## src/rtl/seq_divider_pkg.sv

```systemverilog
`default_nettype none
// ============================================================================
//  Module      : seq_divider_pkg
//  Description : Shared FSM state encoding and default widths for the
//                sequential restoring divider.
//  Revision    : 1.0 - initial release
// ============================================================================
package seq_divider_pkg;

  localparam int DEFAULT_WIDTH  = 4;
  localparam int DEFAULT_DWIDTH = DEFAULT_WIDTH / 2;

  typedef enum logic [1:0] {
    IDLE = 2'd0,
    RUN  = 2'd1,
    DONE = 2'd2
  } state_e;

endpackage
`default_nettype wire

```

## src/rtl/seq_divider_div_step.sv

```systemverilog
`default_nettype none
// ============================================================================
//  Module      : div_step
//  Description : One restoring-division iteration: shift the partial
//                remainder left, bring in the next dividend bit, and subtract
//                the divisor when it fits, producing one quotient bit.
//  Revision    : 1.0 - initial release
// ============================================================================
module div_step #(
  parameter int DWIDTH = 2
) (
  input  logic [DWIDTH-1:0] i_rem,
  input  logic              i_bit,
  input  logic [DWIDTH-1:0] i_divisor,
  output logic [DWIDTH-1:0] o_rem,
  output logic              o_q_bit
);

  // The shifted remainder needs one extra bit so the compare never overflows.
  logic [DWIDTH:0] w_shifted;
  logic [DWIDTH:0] w_diff;
  logic            w_fits;

  // Shift, compare and conditionally subtract.
  always_comb begin
    w_shifted = {i_rem, i_bit};
    w_diff    = w_shifted - {1'b0, i_divisor};
    w_fits    = (w_shifted >= {1'b0, i_divisor});
    o_q_bit   = w_fits;
    // Either result is strictly below the divisor, so the top bit is always 0.
    o_rem     = w_fits ? w_diff[DWIDTH-1:0] : w_shifted[DWIDTH-1:0];
  end

endmodule
`default_nettype wire

```

## src/rtl/seq_divider.sv

```systemverilog
`default_nettype none
// ============================================================================
//  Module      : seq_divider
//  Description : Unsigned sequential restoring divider, one quotient bit per
//                clock. Divide-by-zero short-circuits to an all-ones quotient.
//  Revision    : 1.0 - initial release
// ============================================================================
module seq_divider
  import seq_divider_pkg::*;
#(
  parameter int WIDTH  = DEFAULT_WIDTH,
  parameter int DWIDTH = WIDTH / 2
) (
  input  logic              clk,
  input  logic              rst,
  input  logic              start,
  input  logic [WIDTH-1:0]  dividend,
  input  logic [DWIDTH-1:0] divisor,
  output logic [WIDTH-1:0]  quotient,
  output logic [DWIDTH-1:0] remainder,
  output logic              busy,
  output logic              done,
  output logic              div_by_zero
);

  localparam int CW = $clog2(WIDTH + 1);

  state_e            state_q, state_d;
  // acc holds the unconsumed dividend bits in its top and collects quotient
  // bits from the bottom; after WIDTH steps it is exactly the quotient.
  logic [WIDTH-1:0]  acc_q, acc_d;
  logic [DWIDTH-1:0] rem_q, rem_d;
  logic [DWIDTH-1:0] div_q, div_d;
  logic [CW-1:0]     cnt_q, cnt_d;
  logic              dbz_q, dbz_d;

  logic [DWIDTH-1:0] w_step_rem;
  logic              w_step_bit;

  div_step #(
    .DWIDTH (DWIDTH)
  ) u_div_step (
    .i_rem     (rem_q),
    .i_bit     (acc_q[WIDTH-1]),
    .i_divisor (div_q),
    .o_rem     (w_step_rem),
    .o_q_bit   (w_step_bit)
  );

  // Next-state and datapath update for the IDLE/RUN/DONE sequence.
  always_comb begin
    state_d = state_q;
    acc_d   = acc_q;
    rem_d   = rem_q;
    div_d   = div_q;
    cnt_d   = cnt_q;
    dbz_d   = dbz_q;
    case (state_q)
      IDLE: begin
        if (start) begin
          if (divisor == '0) begin
            acc_d   = '1;
            rem_d   = '0;
            dbz_d   = 1'b1;
            state_d = DONE;
          end else begin
            acc_d   = dividend;
            div_d   = divisor;
            rem_d   = '0;
            cnt_d   = CW'(WIDTH);
            dbz_d   = 1'b0;
            state_d = RUN;
          end
        end
      end
      RUN: begin
        acc_d = {acc_q[WIDTH-2:0], w_step_bit};
        rem_d = w_step_rem;
        cnt_d = cnt_q - CW'(1);
        if (cnt_q == CW'(1)) begin
          state_d = DONE;
        end
      end
      DONE: begin
        state_d = IDLE;
      end
      default: begin
        state_d = IDLE;
      end
    endcase
  end

  // State and datapath registers; reset wins over everything in flight.
  always_ff @(posedge clk) begin
    if (rst) begin
      state_q <= IDLE;
      acc_q   <= '0;
      rem_q   <= '0;
      div_q   <= '0;
      cnt_q   <= '0;
      dbz_q   <= 1'b0;
    end else begin
      state_q <= state_d;
      acc_q   <= acc_d;
      rem_q   <= rem_d;
      div_q   <= div_d;
      cnt_q   <= cnt_d;
      dbz_q   <= dbz_d;
    end
  end

  assign quotient    = acc_q;
  assign remainder   = rem_q;
  assign busy        = (state_q != IDLE);
  assign done        = (state_q == DONE);
  assign div_by_zero = dbz_q;

endmodule
`default_nettype wire

```

## config.mk

```make
export PLATFORM = sky130hd
export DESIGN_NAME = seq_divider
export DESIGN_NICKNAME = d
export VERILOG_FILES = /design/src/rtl/seq_divider_pkg.sv /design/src/rtl/seq_divider_div_step.sv /design/src/rtl/seq_divider.sv
export SDC_FILE = /design/constraint.sdc
export NUM_CORES = 1
export LEC_CHECK = 0
export ABC_AREA = 1
export BUFFER_PORTS_ARGS = -buffer_cell sky130_fd_sc_hd__buf_2
export CAP_MARGIN = 20
export CORE_MARGIN = 10
export CORE_UTILIZATION = 30
export CTS_BUF_LIST = sky130_fd_sc_hd__clkbuf_16
export DETAILED_ROUTE_END_ITERATION = 8
export PLACE_DENSITY_LB_ADDON = 0.1
export SYNTH_ARGS = -nofsm -noshare
export SYNTH_HDL_FRONTEND = slang
export SYNTH_HIERARCHICAL = 1
export SYNTH_SLANG_ARGS = --single-unit
```

## constraint.sdc

```tcl
create_clock -name clk -period 1.85 [get_ports clk]
set_input_delay 0.185 -clock clk [delete_from_list [all_inputs] [get_ports clk]]
set_output_delay 0.185 -clock clk [all_outputs]
set_load 0.05 [all_outputs]
```

=== Word-level counts from Yosys, hierarchy flattened ===
Cells that the tools add are included.

* Register bits: 14
* Input port bits: 9
* Output and inout bits: 9
* Word-level logic and storage cells: 39

* Add/sub/neg operators: 2
* Magnitude comparators: 1
* Eq/ne operators: 6
* Muxes and demuxes: 14
* Bitwise operators: 1
* Reductions and logical operators: 9

{| class="wikitable"
|+ Operator list
! cell !! number
|-
| $mux W2 || 5
|-
| $mux W4 || 2
|-
| $pmux W2 S2 || 2
|-
| $pmux W4 S2 || 1
|-
| $mux W3 || 2
|-
| $ne A2 B2 Y1 const B || 3
|-
| $pmux W3 S2 || 1
|-
| $reduce_and A2 Y1 || 3
|-
| $reduce_and A3 Y1 || 2
|-
| $logic_not A2 Y1 || 2
|-
| $reduce_bool A2 Y1 || 2
|-
| $eq A3 B1 Y1 const B || 1
|-
| $ge A3 B2 Y1 || 1
|-
| $sub A3 B1 Y3 const B || 1
|-
| $eq A2 B1 Y1 const B || 1
|-
| $eq A2 B2 Y1 const B || 1
|-
| $sub A2 B2 Y2 || 1
|-
| $mux W1 || 1
|-
| $not A1 Y1 || 1
|}

=== Depth between registers and ports, before layout ===
* Word-level depth: 4
* Gate-level depth with buffers: 9

=== Modules after synthesis ===
Netlist, hierarchy kept.

{| class="wikitable"
|+ By module, submodules not included
! module !! times used !! cells an instance !! area each (um^2) !! seq. area each (um^2)
|-
| seq_divider || 1 || 107 || 734.5 || 280.3
|-
| div_step || 1 || 18 || 113.9 || 0.0
|}

=== Least setup slack after synthesis ===
No wires, ideal clock.

* Kind: register to register
* Start point: register acc_q[3], in the netlist quotient[3]
* End point: register rem_q[1], in the netlist remainder[1]
* Library setup time: 0.070 ns
* Arrival time: 1.463 ns
* Slack: 0.317 ns
* Cell stages (with the launch flop): 8
* Path buffers: 0
* Clock period less this slack: 1.533 ns
* Path through: dfxtp_1 > inv_1 > ha_1 > nand2_2 > nand4_1 > nand2_1 > nand2_1 > a21oi_1

* Word-level cells in the longest chain between the ends: 3

{| class="wikitable"
|+ RTL lines
! what !! line !! RTL
|-
| from (decl) || seq_divider.sv:31 || <nowiki>logic [WIDTH-1:0] acc_q, acc_d;</nowiki>
|-
| from (signal assigned) || seq_divider.sv:97 || <nowiki>acc_q <= '0;</nowiki>
|-
| from (signal assigned) || seq_divider.sv:104 || <nowiki>acc_q <= acc_d;</nowiki>
|-
| $ge A3 B2 Y1 / $sub A2 B2 Y2 (equally long branches) || seq_divider_div_step.sv:28, seq_divider_div_step.sv:27 ||
|-
| $mux W2 * || seq_divider_div_step.sv:31 || <nowiki>o_rem = w_fits ? w_diff[DWIDTH-1:0] : w_shifted[DWIDTH-1:0];</nowiki>
|-
| named net w_step_rem[1] || seq_divider.sv:37 || <nowiki>logic [DWIDTH-1:0] w_step_rem;</nowiki>
|-
| $pmux W2 S2 * || seq_divider.sv:58 || <nowiki>case (state_q)</nowiki>
|-
| to (signal assigned) || seq_divider.sv:105 || <nowiki>rem_q <= rem_d;</nowiki>
|-
| to (decl) || seq_divider.sv:32 || <nowiki>logic [DWIDTH-1:0] rem_q, rem_d;</nowiki>
|}

The timed path passes the listed nets; every way through them passes the cells marked *.
A chain may end at the register's enable or synchronous reset.

=== Final worst setup path ===
* Start point: register state_q[0]
* End point: output busy

* Word-level cells in the longest chain between the ends: 1

{| class="wikitable"
|+ RTL lines
! what !! line !! RTL
|-
| from (decl) || seq_divider.sv:28 || <nowiki>state_e state_q, state_d;</nowiki>
|-
| from (signal assigned) || seq_divider.sv:103 || <nowiki>state_q <= state_d;</nowiki>
|-
| $reduce_bool A2 Y1 || seq_divider.sv:114 || <nowiki>assign busy = (state_q != IDLE);</nowiki>
|-
| to (decl) || seq_divider.sv:21 || <nowiki>output logic busy,</nowiki>
|}

No other way between the ends.

==> out/results.ini <==
[final_layout]
final_layout_size_suffix_gt1_frac = 0.2042
nNetsFinal = 157
postLayoutCoreUtil = 0.3735
antenna_cells = 0
instances_no_fill = 173
syn_to_final_growth_pct = 20.35
nFillCells = 301
design_area_um2 = 1021

[floorplan]
rows = 19
die_h_um = 73.18
fp.dieW_um = 73.18
start_util = 0.3103
die-area_um2 = 5355
ios = 18
coreArea_um2 = 2734

[sta]
drv_slew = 0
finalHoldViolations = 0
hold-worst-slack_ps = 219.8
min_period_over_period = 0.7437
relSlewSlack = 0.7535
fin_crit_ps = 1376
tightest_slew_ps = 369.3
rsz0062_at_grt = false
setup-tns-final_ps = 0
finalSetupViolations = 0
fmax_mhz = 726.8
fin_worst_skew_ps = 2.275

[grt]
antenna_found_initial = 0
grt_remaining_overflow = 0
grt_pass1_vias = 739
grt.total_usage = 0.08084
grt_max_degree = 14
grt_pass1_wl_um = 3353

[placement]
gp_congestion = 0.7656
place_area_um2 = 945.9
dp_hpwl_um = 1619
place_inst = 170
portBuffers = 17

[routing]
ant_nets = 0
wl_per_cell_um = 11.64
drtIter0Drc = 27
drt_pass1_iterations = 4
viasPerCell = 4.613
post-route-drc-count = 0
wl_um = 2014
num_vias = 798

[cts]
clkLatencyLatePin_ps = 240
hold_buffers = 0
cts_tree = yes
clkTransAtPathRegs_ps = 50
cts_made_buffers = 3
post-cts-setup-buffers = 0
cts_sinks = 14
cts-root-buf = clkbuf_16
htreeDepth = 1
clock_path_buffers = 2
cts_resized = 0

[synth]
synth_top_family_by_area = simple AND/OR/NAND/NOR gates
synth_edf_count = 0
synth-seq-cells = 14
syn_avg_cell_area_um2 = 6.787
synth_top_cell_by_area = dfxtp_1
synth_xor_area_frac = 0.01032
yosys-mux-area-fraction = 0
synth_most_common_cell = nand2_1
synth-compound-area-share = 0.08850
syn-num-nets = 138
async_reset_ff_frac = 0
yosys_warnings = 6
synth.area.top_cells = dfxtp_1 (33%), nand2_1 (15%), inv_1 (10%), a21oi_1 (7.7%), nand3_1 (7.7%)
yosys-top-cells-count = nand2_1 (35), inv_1 (23), dfxtp_1 (14), a21oi_1 (13), nand3_1 (13)
synth_fa_ha_area_frac = 0.05900
synth_area_um2 = 848.3
synthFlopType = dfxtp_1
ys_seq_area_frac = 0.3304
synth_simple_gate_area_frac = 0.3746
syn_inst = 125
synth_cell_types = 18
synth.top_cell.area_share = 0.3304

[hold_path]
hold_path_startpoint = rst
min_to = div_q[0]
min_path_type = in -> reg
min_path_cells = 2

[critical_path]
crit_required_ps = 1660
critPathKind = reg -> out
worstRegToRegCells = 8
reg2reg_from = quotient[3]
worstSetupEndpointType = output pin
cp_data_arrival_time_ps = 1190
r2r_slack_ps = 560
crit_family = flip-flops
cp_cell_sequence = nor2_4 > inv_1 > buf_2
rr_endpoint = quotient[0]
slowest_delay_ps = 530
slowest_stage = dfxtp_1
cp_max_fo = 8
crit_path_start_kind = flop
cp_num_buf_inv = 2
critPathLaunch = state_q[0]

[run_status]
outcome = completed

[power]
irDropWorstVdd_v = 0.0008181
p_leak_nw = 0.5587
p_per_area_nw_per_um2 = 1047

[job]
drv_cap = 0

==> metrics by stage <==
stage	worst slack (ps)	power [mW]
floorplan	317.3	0.6107
global placement	551.2	0.6729
detailed placement	555.6	0.6718
CTS	472.3	1.082
global route	414.1	1.137
finish	474.1	1.069
==> flip-flops by register name (all words and copies together) (netlist names) <==
signal / flops
state_q: 2
div_q: 2
quotient: 4
remainder: 2
div_by_zero: 1
cnt_q: 3
==> where the power goes <==
group | total, mW | switching (mW) | internal, mW
Combinational | 0.306 | 0.211 | 0.0953
Sequential | 0.359 | 0.0249 | 0.334
Clock | 0.404 | 0.122 | 0.283
==> area by class of cell <==
type / count / area, µm² / area share
clock buffers: 3 / 75.07 / 0.07353
inverters: 24 / 90.09 / 0.08824
multi-input cells: 84 / 451.7 / 0.4424
flip-flops and latches: 14 / 280.3 / 0.2745
well taps: 31 / 38.79 / 0.03799
repair buffers: 17 / 85.08 / 0.08333
==> worst max-delay path by stage <==
stage / endpoint / cells past startpoint
after floorplan: remainder[1] / 7
after global placement: quotient[0] / 8
after detailed placement: quotient[0] / 8
after CTS: busy / 3
after global routing: busy / 3
final: busy / 3
==> cells in the final DEF, fill, tap and decap left out, types with 3 or more instances in the layout <==
cell type / instances
nand2_4: 3
clkbuf_16: 3
ha_1: 4
nor2_1: 4
buf_2: 17
dfxtp_1: 14
inv_1: 23
nand2_1: 35
nand3_1: 13
a21oi_1: 13
==> worst reg2reg max path, stage by stage, from the launching register on <==
cell     delay [ps]
dfxtp_1         380
inv_1            60
ha_1            320
nand2_2         100
nand3_2          90
inv_1            70
nand2_1          40
nand2_1          70
a21oi_1          50
==> layer usage <==
metal | share of wire | vias up | GRT usage
met5 | 0 | - | 0
met4 | 0.0079 | 0 | 0.02532
met3 | 0.059 | 2 | 0.03946
met2 | 0.51 | 10 | 0.1347
met1 | 0.43 | 363 | 0.08733
li1 | - | 423 | -
==> cell families after synthesis <==
kind of cell,Yosys count
AO/OA/AOI/OAI,15
XOR/XNOR,1
adder cells (fa/ha/maj),4
buffers and inverters,27
flip-flops,14
AND/OR/NAND/NOR,64
(Power assumes the default switching activity.)
